### config.mk
export PLATFORM = sky130hd
export DESIGN_NAME = uart_alu_ctrl
export DESIGN_NICKNAME = d
export VERILOG_FILES = /design/src/rtl/uart_alu_ctrl.sv
export SDC_FILE = /design/constraint.sdc
export NUM_CORES = 1
export LEC_CHECK = 0
export CAP_MARGIN = 10
export CORE_ASPECT_RATIO = 1.4
export CORE_MARGIN = 2
export CORE_UTILIZATION = 33
export CTS_BUF_LIST = sky130_fd_sc_hd__clkbuf_2
export DETAILED_ROUTE_END_ITERATION = 12
export DONT_BUFFER_PORTS = 1
export GPL_TIMING_DRIVEN = 0
export PLACE_DENSITY = 0.51
export SYNTH_ARGS = -nofsm -noshare
export SYNTH_HDL_FRONTEND = slang
export SYNTH_SLANG_ARGS = --single-unit
### constraint.sdc
create_clock -name clk -period 2.5 [get_ports clk]
set_input_delay 0.5 -clock clk [delete_from_list [all_inputs] [get_ports clk]]
set_output_delay 0.5 -clock clk [all_outputs]
set_load 0.03 [all_outputs]
### src/rtl/uart_alu_ctrl.sv
// uart_alu_ctrl: sequencer between uart_rx, an external combinational ALU and
// uart_tx. It gathers operand A, operand B and an opcode byte, lets the ALU
// settle for one cycle, captures the result and launches one uart_tx transfer.
// A partially received frame is abandoned after an inter-byte timeout. Bytes
// that arrive while a result is in flight are dropped and flagged as overruns.
module uart_alu_ctrl #(
  parameter int DATA_W  = 8,
  parameter int OP_W    = 6,
  parameter int TIMEOUT = 100000,
  parameter int TO_W    = 17
) (
  input  logic              clk,
  input  logic              reset,
  input  logic              i_rx_done,
  input  logic [DATA_W-1:0] i_rx_data,
  input  logic [DATA_W-1:0] i_alu_result,
  input  logic              i_tx_done,
  output logic [DATA_W-1:0] o_alu_a,
  output logic [DATA_W-1:0] o_alu_b,
  output logic [OP_W-1:0]   o_alu_op,
  output logic              o_tx_start,
  output logic [DATA_W-1:0] o_tx_data,
  output logic              o_busy,
  output logic              o_timeout,
  output logic              o_overrun
);

  typedef enum logic [2:0] {
    ST_GET_A,
    ST_GET_B,
    ST_GET_OP,
    ST_EXEC,
    ST_SEND,
    ST_WAIT_TX
  } state_t;

  state_t          r_state;
  logic [TO_W-1:0] r_to_cnt;
  logic            w_expired;

  // Inter-byte gap has used up its whole budget on this cycle
  assign w_expired = (r_to_cnt == TO_W'(TIMEOUT - 1));

  // Frame sequencer; every output is a register updated here. o_busy is set
  // from the state being entered so it tracks the current state exactly.
  always_ff @(posedge clk or negedge reset) begin
    if (!reset) begin
      r_state    <= ST_GET_A;
      r_to_cnt   <= '0;
      o_alu_a    <= '0;
      o_alu_b    <= '0;
      o_alu_op   <= '0;
      o_tx_start <= 1'b0;
      o_tx_data  <= '0;
      o_busy     <= 1'b0;
      o_timeout  <= 1'b0;
      o_overrun  <= 1'b0;
    end else begin
      o_tx_start <= 1'b0;
      o_timeout  <= 1'b0;
      o_overrun  <= 1'b0;
      case (r_state)
        ST_GET_A: begin
          if (i_rx_done) begin
            o_alu_a  <= i_rx_data;
            r_to_cnt <= '0;
            o_busy   <= 1'b1;
            r_state  <= ST_GET_B;
          end
        end
        ST_GET_B: begin
          if (i_rx_done) begin
            o_alu_b  <= i_rx_data;
            r_to_cnt <= '0;
            r_state  <= ST_GET_OP;
          end else if (w_expired) begin
            o_timeout <= 1'b1;
            r_to_cnt  <= '0;
            o_busy    <= 1'b0;
            r_state   <= ST_GET_A;
          end else begin
            r_to_cnt <= r_to_cnt + TO_W'(1);
          end
        end
        ST_GET_OP: begin
          if (i_rx_done) begin
            o_alu_op <= i_rx_data[OP_W-1:0];
            r_to_cnt <= '0;
            r_state  <= ST_EXEC;
          end else if (w_expired) begin
            o_timeout <= 1'b1;
            r_to_cnt  <= '0;
            o_busy    <= 1'b0;
            r_state   <= ST_GET_A;
          end else begin
            r_to_cnt <= r_to_cnt + TO_W'(1);
          end
        end
        ST_EXEC: begin
          o_tx_data <= i_alu_result;
          o_overrun <= i_rx_done;
          r_state   <= ST_SEND;
        end
        ST_SEND: begin
          o_tx_start <= 1'b1;
          o_overrun  <= i_rx_done;
          r_state    <= ST_WAIT_TX;
        end
        ST_WAIT_TX: begin
          o_overrun <= i_rx_done;
          if (i_tx_done) begin
            o_busy  <= 1'b0;
            r_state <= ST_GET_A;
          end
        end
        default: begin
          r_to_cnt <= '0;
          o_busy   <= 1'b0;
          r_state  <= ST_GET_A;
        end
      endcase
    end
  end

endmodule

==> impl_metrics.env <==
export IMPL_route_vias_total=1610
export IMPL_total_power_consumption_of_the_routed_design_mw=3.16
export IMPL_drt_first_pass_iters=4
export IMPL_hp_class="input pin to flop"
export IMPL_synth_lib_cells_used_distinct=48
export IMPL_worst_setup_hold_path_clk_slew_ns=0.29
export IMPL_holdWs_ns=0.151
export IMPL_ctsHtreeMaxLevel=2
export IMPL_area_sequential_sq_um=1350
export IMPL_timing_worst_slew_pin_value_ns=0.733
export IMPL_post_cts_setup_buffer_count=0
export IMPL_initial_drc_count=55
export IMPL_number_of_global_route_vias_before_repair=1716
export IMPL_clockBufferDepth=2
export IMPL_max_slew_margin=0.508
export IMPL_wire_length_of_the_first_global_routing_pass_mm=8.54
export IMPL_synth_yosys_warnings=0
export IMPL_synth_fp_nets=220
export IMPL_core_area_sq_um=7270
export IMPL_yosys_area_top_type="sky130_fd_sc_hd__dfrtp_1"
export IMPL_dieWidth_um=76.9
export IMPL_fin_crit_ns=2.25
export IMPL_critPathCaptureType="flop"
export IMPL_startpoint_of_the_worst_slack_reg_to_reg_timing_path="r_to_cnt[11]$_DFFE_PN0P_"
export IMPL_critPathLaunch="r_to_cnt[11]$_DFFE_PN0P_"
export IMPL_final_layout_size_suffix_gt1_frac=0.292
export IMPL_mappedNetlistArea_sq_um=2450
export IMPL_num_rows=37
export IMPL_io_pins=54
export IMPL_multi_input_comb_area_sq_um=1030
export IMPL_r2r_setup_slk_ns=0.25
export IMPL_yosysSeqAreaShare=0.550
export IMPL_post_drt_wl_per_cell_um=16.5
export IMPL_power_ir_vdd_worst_mv=0.341
export IMPL_grt_usage=0.130
export IMPL_ys_top_cells_by_area="sky130_fd_sc_hd__dfrtp_1, sky130_fd_sc_hd__mux2_2, sky130_fd_sc_hd__a21oi_2"
export IMPL_worst_endpoint_required_ns=2.84
export IMPL_static_leakage_power_nw=1.03
export IMPL_grt_max_degree=55
export IMPL_outcome="complete, no violations"
export IMPL_async_set_or_reset_flop_fraction_in_the_synthesized_netlist=1.00
export IMPL_gp_congestion=0.762
export IMPL_cts_tree="yes"
export IMPL_number_of_antenna_violations_at_the_first_check_in_global_routing=0
export IMPL_synthFlopType="sky130_fd_sc_hd__dfrtp_1"
export IMPL_final_max_slew_violation_count=0
export IMPL_holdCritStartpoint="i_rx_done"
export IMPL_hold_path_cell_count=2
export IMPL_finalWirelength_mm=5.04
export IMPL_synth_top_cell_area_share=0.550
export IMPL_critical_path_reg2reg_endpoint="r_to_cnt[4]$_DFFE_PN0P_"
export IMPL_flop_and_latch_count_out_of_synthesis=54
export IMPL_post_synth_most_frequent_cells="sky130_fd_sc_hd__dfrtp_1, sky130_fd_sc_hd__mux2_2, sky130_fd_sc_hd__o21ai_0"
export IMPL_synth_most_common_cell="sky130_fd_sc_hd__dfrtp_1"
export IMPL_dieArea_sq_um=8150
export IMPL_final_hold_viol_count=0
export IMPL_crit_type="flop to flop"
export IMPL_clock_skew_ns=0.0223
export IMPL_setup_total_negative_slack_ns=0
export IMPL_final_antenna_net_count=0
export IMPL_synth_enable_flop_cells=0
export IMPL_antennaDiodeCount=0
export IMPL_avgViaCountPerCell=5.26
export IMPL_cp_max_fo=10
export IMPL_rsz0062_at_grt="false"
export IMPL_synth_avg_cell_area_sq_um=12.3
export IMPL_area_delta_synth_final_pct=8.31
export IMPL_clock_sink_count=54
export IMPL_min_to="r_state[1]$_DFFE_PN0P_"
export IMPL_synthesis_instances=199
export IMPL_worstSkewPairLatency_ns=0.43
export IMPL_worstPathArrival_ns=2.59
export IMPL_grt_total_ovfl=0
export IMPL_rr_worst_depth=5
export IMPL_post_route_fraction_of_the_period_consumed_by_the_critical_path=0.900
export IMPL_start_util=0.338
export IMPL_detailed_placement_hpwl_mm=3.52
export IMPL_timing_final_setup_violations=0
export IMPL_finalNetCount=229
export IMPL_buffer_ports_inserted=0
export IMPL_fmax_ghz=0.444
export IMPL_numCtsBuffers=5
export IMPL_drc=0
export IMPL_worstSetupStartpointType="flop"
export IMPL_final_fill_count=734
export IMPL_pwr_density_cell_nw_per_um2=1190
export IMPL_dieHeight_um=106
export IMPL_max_cap_viol_count=0
export IMPL_cts_root_buffer="sky130_fd_sc_hd__clkbuf_2"
-- power breakdown --
group	internal [mW]	total (mW)	leakage, nW	switching [mW]
combinational	0.452	0.882	0.327	0.431
clock	0.0698	0.357	0.0270	0.287
sequential	1.17	1.92	0.680	0.753
total	1.69	3.16	1.03	1.47
-- worst max-delay path: stages (launching register included) --
cell and delay, ns:
sky130_fd_sc_hd__dfrtp_1 0.53, sky130_fd_sc_hd__or4_1 0.54, sky130_fd_sc_hd__or4_4 0.55, sky130_fd_sc_hd__a21oi_4 0.29, sky130_fd_sc_hd__buf_8 0.20, sky130_fd_sc_hd__a21oi_2 0.04
-- kinds of logic (layout without fill, tap and decap cells) --
family | count (synthesis) | in the layout | share of synthesized area
compound gates | 45 | 45 | 0.130
fa+ha+maj | 1 | 1 | 0.00510
buf+inv | 13 | 23 | 0.0280
simple gates | 54 | 54 | 0.142
xor+xnor | 2 | 2 | 0.00714
flops | 54 | 54 | 0.550
mux | 30 | 30 | 0.138
-- area by class of cell --
cell class | instances | area share
well taps | 97 | 0.0456
clock buffers | 5 | 0.00941
plain buffers | 8 | 0.0188
flip-flops and latches | 54 | 0.508
repair buffers | 2 | 0.0141
inverters | 5 | 0.00706
clock inverters | 3 | 0.00753
multi-input cells | 132 | 0.389
-- worst max-delay path by stage --
stage | endpoint | cells past startpoint | slack, ns
2_1_floorplan | r_to_cnt[10]$_DFFE_PN0P_ | 5 | 0.50
3_3_place_gp | r_to_cnt[13]$_DFFE_PN0P_ | 5 | 0.30
3_5_place_dp | r_to_cnt[15]$_DFFE_PN0P_ | 5 | 0.30
4_1_cts | r_to_cnt[4]$_DFFE_PN0P_ | 5 | 0.26
5_1_grt | r_to_cnt[10]$_DFFE_PN0P_ | 5 | 0.20
6_report | r_to_cnt[4]$_DFFE_PN0P_ | 5 | 0.25
-- layout by cell type (no fill, tap or decap), types with 2 or more instances in the layout --
cell type / synthesis / routed
sky130_fd_sc_hd__a21oi_1: 7 / 7
sky130_fd_sc_hd__a21oi_2: 8 / 8
sky130_fd_sc_hd__and2b_2: 2 / 2
sky130_fd_sc_hd__and3_1: 2 / 2
sky130_fd_sc_hd__clkbuf_1: 4 / 4
sky130_fd_sc_hd__clkbuf_2: 0 / 5
sky130_fd_sc_hd__dfrtp_1: 54 / 54
sky130_fd_sc_hd__inv_1: 5 / 5
sky130_fd_sc_hd__mux2_2: 30 / 30
sky130_fd_sc_hd__nand2_1: 9 / 9
sky130_fd_sc_hd__nand2b_1: 2 / 2
sky130_fd_sc_hd__nand3_1: 4 / 4
sky130_fd_sc_hd__nand4_1: 4 / 4
sky130_fd_sc_hd__nor2_1: 3 / 3
sky130_fd_sc_hd__nor2_2: 2 / 2
sky130_fd_sc_hd__nor3b_2: 2 / 2
sky130_fd_sc_hd__o211ai_1: 2 / 2
sky130_fd_sc_hd__o21ai_0: 11 / 11
sky130_fd_sc_hd__o31ai_1: 6 / 6
sky130_fd_sc_hd__or3_1: 7 / 7
sky130_fd_sc_hd__or4_1: 7 / 7
-- timing repair --
action,4_1_cts,5_1_grt
hold buffers,2,0
endpoints found under the hold margin,54,0
gates resized for setup,0,0
-- sequential cells by signal (all words and copies together) (netlist names) --
signal	cells
o_timeout	1
o_tx_start	1
o_busy	1
r_state	3
o_tx_data	8
o_alu_op	6
r_to_cnt	17
o_alu_b	8
o_overrun	1
o_alu_a	8
-- per-stage QoR --
stage               instance area (sq um)  cells  utilization  setup WS, ns
floorplan                            2450    199            -         0.501
global placement                     2580    296        0.354         0.299
detailed placement                   2580    296        0.354         0.297
CTS                                  2660    306        0.366         0.257
global route                         2660    306        0.366         0.200
finish                               2660    306        0.366         0.250
-- layer usage --
metal | vias to the layer above | share of wire | GRT usage
met5 | - | 0 | 0
li1 | 753 | - | -
met4 | 0 | 0.0077 | 0.0351
met1 | 807 | 0.42 | 0.153
met3 | 4 | 0.046 | 0.0323
met2 | 46 | 0.53 | 0.232
(Power assumes the default switching activity.)
